[src/rtl/tmds_channel_encoder.sv]
// tmds_channel_encoder: one TMDS lane, 8b/10b video with DC balance, control, guard-band and TERC4 symbols
// Parameters: CHANNEL lane index (0 blue, 1 green, 2 red), CNT_W running-disparity width (>= 5)
// Ports: clk pixel clock; rst_n async active-low reset; mode period type (0 CTRL, 1 VIDEO,
//        2 VIDEO_GUARD, 3 DATA_GUARD, 4 TERC4); vd pixel byte; cd {C1,C0}; aux TERC4 nibble;
//        tmds 10-bit symbol (bit 0 first); disparity signed running disparity; mode_err illegal-mode flag
module tmds_channel_encoder #(
    parameter int CHANNEL = 0,
    parameter int CNT_W   = 5
) (
    input  logic                    clk,
    input  logic                    rst_n,
    input  logic [2:0]              mode,
    input  logic [7:0]              vd,
    input  logic [1:0]              cd,
    input  logic [3:0]              aux,
    output logic [9:0]              tmds,
    output logic signed [CNT_W-1:0] disparity,
    output logic                    mode_err
);
    localparam logic [15:0][9:0] TERC4 = {
        10'b1011000011, 10'b0101100011, 10'b1001110001, 10'b1010001110,
        10'b1011000110, 10'b0110011100, 10'b0100111001, 10'b1011001100,
        10'b0100111100, 10'b0110001110, 10'b0100011110, 10'b0101110001,
        10'b1011100010, 10'b1011100100, 10'b1001100011, 10'b1010011100
    };
    localparam logic [3:0][9:0] CTRL = {
        10'b1010101011, 10'b0101010100, 10'b0010101011, 10'b1101010100
    };
    localparam logic [9:0] GUARD_A = 10'b1011001100;
    localparam logic [9:0] GUARD_B = 10'b0100110011;

    logic [2:0]              mode_r;
    logic [1:0]              cd_r;
    logic [3:0]              aux_r;
    logic [8:0]              qm_r;
    logic [3:0]              vd_ones;
    logic                    use_xnor;
    logic [8:0]              qm;
    logic [3:0]              n1;
    logic                    bal;
    logic                    inv;
    logic signed [CNT_W-1:0] d;
    logic signed [CNT_W-1:0] cnt_v;
    logic signed [CNT_W-1:0] cnt_nx;
    logic [9:0]              sym_v;
    logic [9:0]              sym_nx;

    // Transition minimisation: each bit chains off the previous encoded bit
    always_comb begin
        vd_ones  = 4'($countones(vd));
        use_xnor = vd_ones > 4'd4 || (vd_ones == 4'd4 && !vd[0]);
        qm[0]    = vd[0];
        for (int i = 1; i < 8; i++)
            qm[i] = use_xnor ? ~(qm[i-1] ^ vd[i]) : qm[i-1] ^ vd[i];
        qm[8]    = !use_xnor;
    end

    // DC balance: d = n1 - n0 of q_m[7:0]; the sign bit alone separates cnt > 0 from cnt < 0
    // because cnt == 0 is already taken by the balanced branch
    always_comb begin
        n1     = 4'($countones(qm_r[7:0]));
        d      = CNT_W'({n1, 1'b0}) - CNT_W'(8);
        bal    = disparity == '0 || n1 == 4'd4;
        inv    = (!disparity[CNT_W-1] && n1 > 4'd4) || (disparity[CNT_W-1] && n1 < 4'd4);
        sym_v  = bal ? {~qm_r[8], qm_r[8], qm_r[8] ? qm_r[7:0] : ~qm_r[7:0]} :
                 inv ? {1'b1, qm_r[8], ~qm_r[7:0]} : {1'b0, qm_r[8], qm_r[7:0]};
        cnt_v  = bal ? (qm_r[8] ? disparity + d : disparity - d) :
                 inv ? disparity + (qm_r[8] ? CNT_W'(2) : '0) - d :
                       disparity + d - (qm_r[8] ? '0 : CNT_W'(2));
        cnt_nx = mode_r == 3'd1 ? cnt_v : '0;
        sym_nx = mode_r == 3'd1 ? sym_v :
                 mode_r == 3'd2 ? (CHANNEL == 1 ? GUARD_B : GUARD_A) :
                 mode_r == 3'd3 ? (CHANNEL == 0 ? TERC4[{2'b11, cd_r}] : GUARD_B) :
                 mode_r == 3'd4 ? TERC4[aux_r] : CTRL[cd_r];
    end

    always_ff @(posedge clk or negedge rst_n)
        if (!rst_n) begin
            mode_r    <= '0;
            cd_r      <= '0;
            aux_r     <= '0;
            qm_r      <= '0;
            tmds      <= CTRL[0];
            disparity <= '0;
            mode_err  <= 1'b0;
        end else begin
            mode_r    <= mode;
            cd_r      <= cd;
            aux_r     <= aux;
            qm_r      <= qm;
            tmds      <= sym_nx;
            disparity <= cnt_nx;
            mode_err  <= mode_r > 3'd4;
        end
endmodule

[config.mk]
export PLATFORM = sky130hd
export DESIGN_NAME = tmds_channel_encoder
export DESIGN_NICKNAME = d
export VERILOG_FILES = /design/src/rtl/tmds_channel_encoder.sv
export SDC_FILE = /design/constraint.sdc
export NUM_CORES = 1
export LEC_CHECK = 0
export CAP_MARGIN = 20
export CORE_ASPECT_RATIO = 0.75
export CORE_MARGIN = 5
export CORE_UTILIZATION = 56
export DETAILED_ROUTE_END_ITERATION = 8
export PLACE_DENSITY_LB_ADDON = 0.25
export REMOVE_ABC_BUFFERS = 1
export SLEW_MARGIN = 10
export SYNTH_ARGS = -nofsm -noshare
export SYNTH_HDL_FRONTEND = slang
export SYNTH_SLANG_ARGS = --single-unit
[constraint.sdc]
create_clock -name clk -period 6 [get_ports clk]
set_clock_uncertainty 0.1 [all_clocks]
set_input_delay 0.6 -clock clk [delete_from_list [all_inputs] [get_ports clk]]
set_output_delay 0.6 -clock clk [all_outputs]
set_load 0.05 [all_outputs]
==> results.ini, run 1 <==
[run_status]
status=finished, final reports clean

[placement]
gp_congestion=0.884
port_buffers=33
detailed_place_hpwl_um=4510

[flow_run]
max_cap_violations=0

[hold_path]
worstHoldPathType=reg -> reg
min_path_cells=2
worstHoldStart=qm_r[4]

[yosys]
synth_edf_count=0
async_flop_share=1.00
postSynthAreaPerCell_um2=9.85
synthFlopType=dfrtp_1
netlist-cell-type-count=50
ys.warnings.count=0
seq_area_frac_synth=0.307
netlist_area_mm2=0.00271
ys_ff_latch=33
synth_cells=275

[timing]
setup_violations=0
worstMarginPinSlew_ps=836
setup_tns_ps=0
timing_hold_violations_final=0
period_needed_ps=4830
max_freq_mhz=207
drv_slew=0
grt_setup_unrepaired=false
relSlewSlack=0.440
period_share=0.805

[drt]
wirelength_um=5640
drtPass1Iterations=4
num_vias=2058
wl_per_cell_um=15.6
viasPerCell=5.69
drc=0
drt_iter0_markers=219
postRouteAntennaNets=0

[setup_path]
criticalPathCategory=reg -> reg
crit_fanout=9
crit_start=qm_r[0]
reg2reg_from=qm_r[0]
crit_path_end_kind=flop
cp-start-kind=flop
worstPathRequired_ps=6040
cp.arrival_ps=4870
r2r_cells=15

[layout]
nets=365
area_growth_pct=17.6
final_common_cell=inv_1
mostFrequentLayoutCells=39 x inv_1, 33 x clkdlybuf4s50_1, 29 x ha_1
nFillCells=359
drive_gt1_frac=0.0656
multi_input_area_mm2=0.00168
antenna_cells=0
regArea_um2=832
fin_util=0.697

[clock_tree]
cts-root-buf=clkbuf_8
post_cts_buffers=0
cts_tree=yes
cts_max_level=2
clockBufferDepth=2
clkTransAtPathRegs_ps=70
worstSkewPairLatency_ps=280
cts_hold_buffers=0
numCtsBuffers=5
clock_sinks=33
post_cts_resize_count=0

[die]
die_h_um=70.2
die-area_mm2=0.00635
core_area_mm2=0.00457
row_count=21
io_pins=35
initial_core_util=0.593
die_x_um=90.3

[global_routing]
grt_pass1_wl_um=9780
grt_usage=0.189
grt.overflow.total=0
grt_max_degree=34
grt_pass1_vias=2127
antenna_found_initial=0

==> synth_stat cells, drive strengths merged, types with 4 or more instances <==
master,instances,area [um^2]
a211oi,6,45.0
a21oi,16,83.8
a31oi,7,43.8
clkbuf,10,37.5
dfrtp,28,701
dfstp,5,131
fa,13,260
ha,29,363
inv,39,146
mux2i,4,52.6
nand2,15,56.3
nand2b,4,25.0
nor2,11,41.3
nor2b,6,37.5
o21ai,9,45.0
o22ai,6,37.5
xnor2,19,193
xor2,7,68.8
==> path summary, 6_finish.rpt <==
check	endpoint	slack, ps
max	tmds[3]	1170
min	tmds[4]	450
max reg2reg	tmds[3]	1170
min reg2reg	tmds[4]	450
max in group asynchronous	tmds[4]	4860
min in group asynchronous	mode_err	610
==> critical path, cell delays in order (launching register included) <==
cell,delay [ps]
dfrtp_1,410
fa_1,540
inv_1,60
fa_1,460
fa_1,490
inv_1,40
ha_1,200
fa_1,390
xor2_1,250
inv_1,140
ha_1,230
or4b_1,530
nand2_1,270
mux2i_4,220
xnor2_1,250
a2bb2oi_1,110
==> stage by stage <==
step	setup WS, ps	instances	hold WS, ps	area, um^2
finish	1170	362	455	3190
global route	904	362	499	3190
CTS	1150	362	457	3190
detailed placement	1190	354	458	3070
global placement	1300	354	456	3070
floorplan	1490	263	204	2660
==> sequential cells by signal, indices dropped and copies added (netlist names) <==
name	count
tmds	10
qm_r	9
aux_r	4
disparity	4
mode_r	3
cd_r	2
mode_err	1
==> per-layer routing <==
layer / GRT usage / vias up / share of wire
met2: 0.274 / 84 / 0.44
met4: 0.0446 / 0 / 0.0060
met5: 0 / - / 0
met1: 0.269 / 978 / 0.46
li1: - / 990 / -
met3: 0.0697 / 6 / 0.094
==> logic make-up (layout without fill, tap and decap cells) <==
group                    count (synthesis)  count (layout)  share of synthesized area
AND/OR/NAND/NOR                         51              51                     0.0960
flip-flops                              33              33                      0.307
adder cells (fa/ha/maj)                 42              42                      0.230
other                                    1               1                    0.00138
AO/OA/AOI/OAI                           65              65                      0.161
XOR/XNOR                                28              28                      0.114
multiplexers                             4               4                     0.0194
buffers and inverters                   51              81                     0.0720
==> area by class of cell <==
| class | instances | share of cell area |
|---|---|---|
| Sequential cell | 33 | 0.261 |
| Clock inverter | 1 | 0.00942 |
| Multi-Input combinational cell | 191 | 0.528 |
| Timing Repair Buffer | 34 | 0.106 |
| Clock buffer | 7 | 0.0271 |
| Tap cell | 57 | 0.0224 |
| Inverter | 39 | 0.0459 |
Power of run 1 is left out: the tool's default activity adds up to more than one toggle a clock period on the data nets, which glitch-free logic cannot reach.
==> inputs of run 2 (changes only) <==
--- a/config.mk
+++ b/config.mk
@@ -8,7 +8,7 @@
 export CAP_MARGIN = 20
 export CORE_ASPECT_RATIO = 0.75
 export CORE_MARGIN = 5
-export CORE_UTILIZATION = 56
+export CORE_UTILIZATION = 51
 export DETAILED_ROUTE_END_ITERATION = 8
 export PLACE_DENSITY_LB_ADDON = 0.25
 export REMOVE_ABC_BUFFERS = 1
==> constraint.sdc (replaced) <==
create_clock -name clk -period 3.9 [get_ports clk]
set_clock_uncertainty 0.1 [all_clocks]
set_input_delay 0.39 -clock clk [delete_from_list [all_inputs] [get_ports clk]]
set_output_delay 0.39 -clock clk [all_outputs]
set_load 0.05 [all_outputs]
==> run 2 against run 1 <==
The flow now finishes with violations (negative setup slack). Fmax rose by 5.7%. Final area is 15% higher. Count of clock-buffer cells in the layout fell by 1. Critical path type unchanged. Critical endpoint is now disparity[4]. Largest cell class unchanged.
==> results.ini, run 2 (synthesis results as in run 1) <==
[run_status]
status=finished, violations left
violations=negative setup slack

[die]
die_h_um=73.1  ; +4.1%
io_pins=35  ; unchanged
die-area_mm2=0.00689  ; +8.5%
core_area_mm2=0.00524  ; +15%
die_x_um=94.2  ; +4.3%
initial_core_util=0.517  ; -0.0753
row_count=23  ; +9.5%

[drt]
wl_per_cell_um=15.2  ; -2.4%
drtPass1Iterations=5  ; +1
postRouteAntennaNets=0  ; unchanged
drc=0  ; unchanged
drt_iter0_markers=236  ; +7.8%
num_vias=2197  ; +6.8%
wirelength_um=6280  ; +11%
viasPerCell=5.32  ; -6.4%

[global_routing]
grt_pass1_vias=2264  ; +6.4%
grt.overflow.total=0  ; unchanged
grt_pass1_wl_um=10700  ; +9.2%
antenna_found_initial=0  ; unchanged
grt_usage=0.201  ; +0.0113
grt_max_degree=34  ; unchanged

[layout]
reg_top3=tmds: 10 flops, qm_r: 9 flops
largest_reg_flops=10  ; unchanged
nets=398  ; +9.0%
antenna_cells=0  ; unchanged
area_growth_pct=34.7
top_register=tmds
final_cell_count_no_fill=413  ; +14%
nFillCells=402  ; +12%
final_common_cell=inv_1
mostFrequentLayoutCells=32 x inv_1, 31 x buf_4, 30 x clkdlybuf4s50_1
drive_gt1_frac=0.249  ; +0.183

[clock_tree]
worstSkewPairLatency_ps=280  ; about the same
cts_hold_buffers=0  ; unchanged
clkTransAtPathRegs_ps=60  ; about the same
clockBufferDepth=2  ; unchanged
cts_max_level=2  ; unchanged
clock_sinks=33  ; unchanged
cts_tree=yes
numCtsBuffers=5  ; unchanged
cts-root-buf=clkbuf_8

[timing]
drv_slew=0  ; unchanged
max_freq_mhz=219  ; +5.7%
period_share=1.17  ; +0.366
worstMarginPinSlew_ps=866  ; +29.8 ps
relSlewSlack=0.420  ; -0.0199
period_needed_ps=4570  ; -261 ps
grt_setup_unrepaired=true
timing_hold_violations_final=0  ; unchanged
setup_violations=13  ; +13
setup_slack_ps=-666  ; -1840 ps

[setup_path]
crit_path_end_kind=flop
reg2reg_from=qm_r[0]
crit_fanout=3  ; -6
crit_start=qm_r[0]
critPathSlowestCell=fa_1
cp.arrival_ps=4620  ; -250 ps
cp-start-kind=flop
crit_path_max_incr_delay_ps=570  ; +30 ps
worstPathRequired_ps=3950  ; -2090 ps
criticalPathCategory=reg -> reg
crit_path_cell_trace=fa_1 -> inv_2 -> fa_1 -> fa_1 -> inv_2 -> ha_4 -> fa_2 -> inv_2 -> ha_4 -> inv_2 -> fa_1 -> nand3b_1 -> nand4_1 -> or3b_1 -> a31oi_1 -> a211oi_1

[hold_path]
worstHoldStart=vd[0]
worstHoldPathType=in -> reg

[flow_run]
max_cap_violations=0  ; unchanged

[placement]
detailed_place_hpwl_um=4800  ; +6.4%
gp_congestion=0.903  ; +2.1%
port_buffers=33  ; unchanged
dpl.cell_count=400  ; +13%

==> run 2: changes by cell type in the layout (fill, tap and decap cells not counted), sizes merged <==
cell	delta
mux2i	+1
clkdlybuf4s50	-3
buf	+32
clkbuf	-1
dlymetal6s2s	+3
clkinv	+1
==> run 2: final cells by class <==
cell class	count	area (um^2)	area share
multi-input combinational	192	1880	0.514
sequential	33	832	0.228
timing repair buffer	66	593	0.162
inverter	39	146	0.0401
tap	75	93.8	0.0257
clock buffer	6	72.6	0.0199
clock inverter	2	35.0	0.00960
==> run 2: metrics by stage <==
step | setup WS (ps) | hold slack [ps] | cell area, um^2 | TNS (ps) | utilization
3_5_place_dp | -725 | 491 | 3300 | -9660 | 0.631
3_3_place_gp | -564 | 481 | 3300 | -7600 | 0.631
2_1_floorplan | -605 | -5.59 | 2660 | -6680 | -
6_report | -666 | 278 | 3650 | -5320 | 0.697
5_1_grt | -824 | 286 | 3650 | -6890 | 0.697
4_1_cts | -659 | 424 | 3560 | -6540 | 0.679
==> run 2: what timing repair did <==
item                                    in CTS  in global routing
setup buffers                                3                  2
pin swaps                                   23                 23
endpoints found under the setup margin      17                 17
gates cloned                                 1                  0
resized for setup                           25                 18
==> run 2: worst paths after layout <==
kind                                 to  slack, ps  cells after the start
max reg2reg                disparity[4]       -670                     16
min reg2reg                     tmds[7]        510                      2
min in group asynchronous      mode_err        410                      2
max                        disparity[4]       -670                     16
max in group asynchronous       tmds[4]       2960                      2
min                             qm_r[0]        280                      2
==> run 2: critical path: cells and delay by family (launching register included) <==
family	cells	cell delay, ps
AOI/OAI and AO/OA	2	270
adders and majority gates	7	2800
buffers and inverters	4	200
DFF	1	410
and+or+nand+nor	3	660
==> run 2: metal layers <==
layer | wire length, um | global-route usage
met5 | 0 | 0
met4 | 40 | 0.0593
met3 | 418 | 0.0443
met2 | 2990 | 0.307
met1 | 2830 | 0.287
Power of run 2 is left out for the same reason.
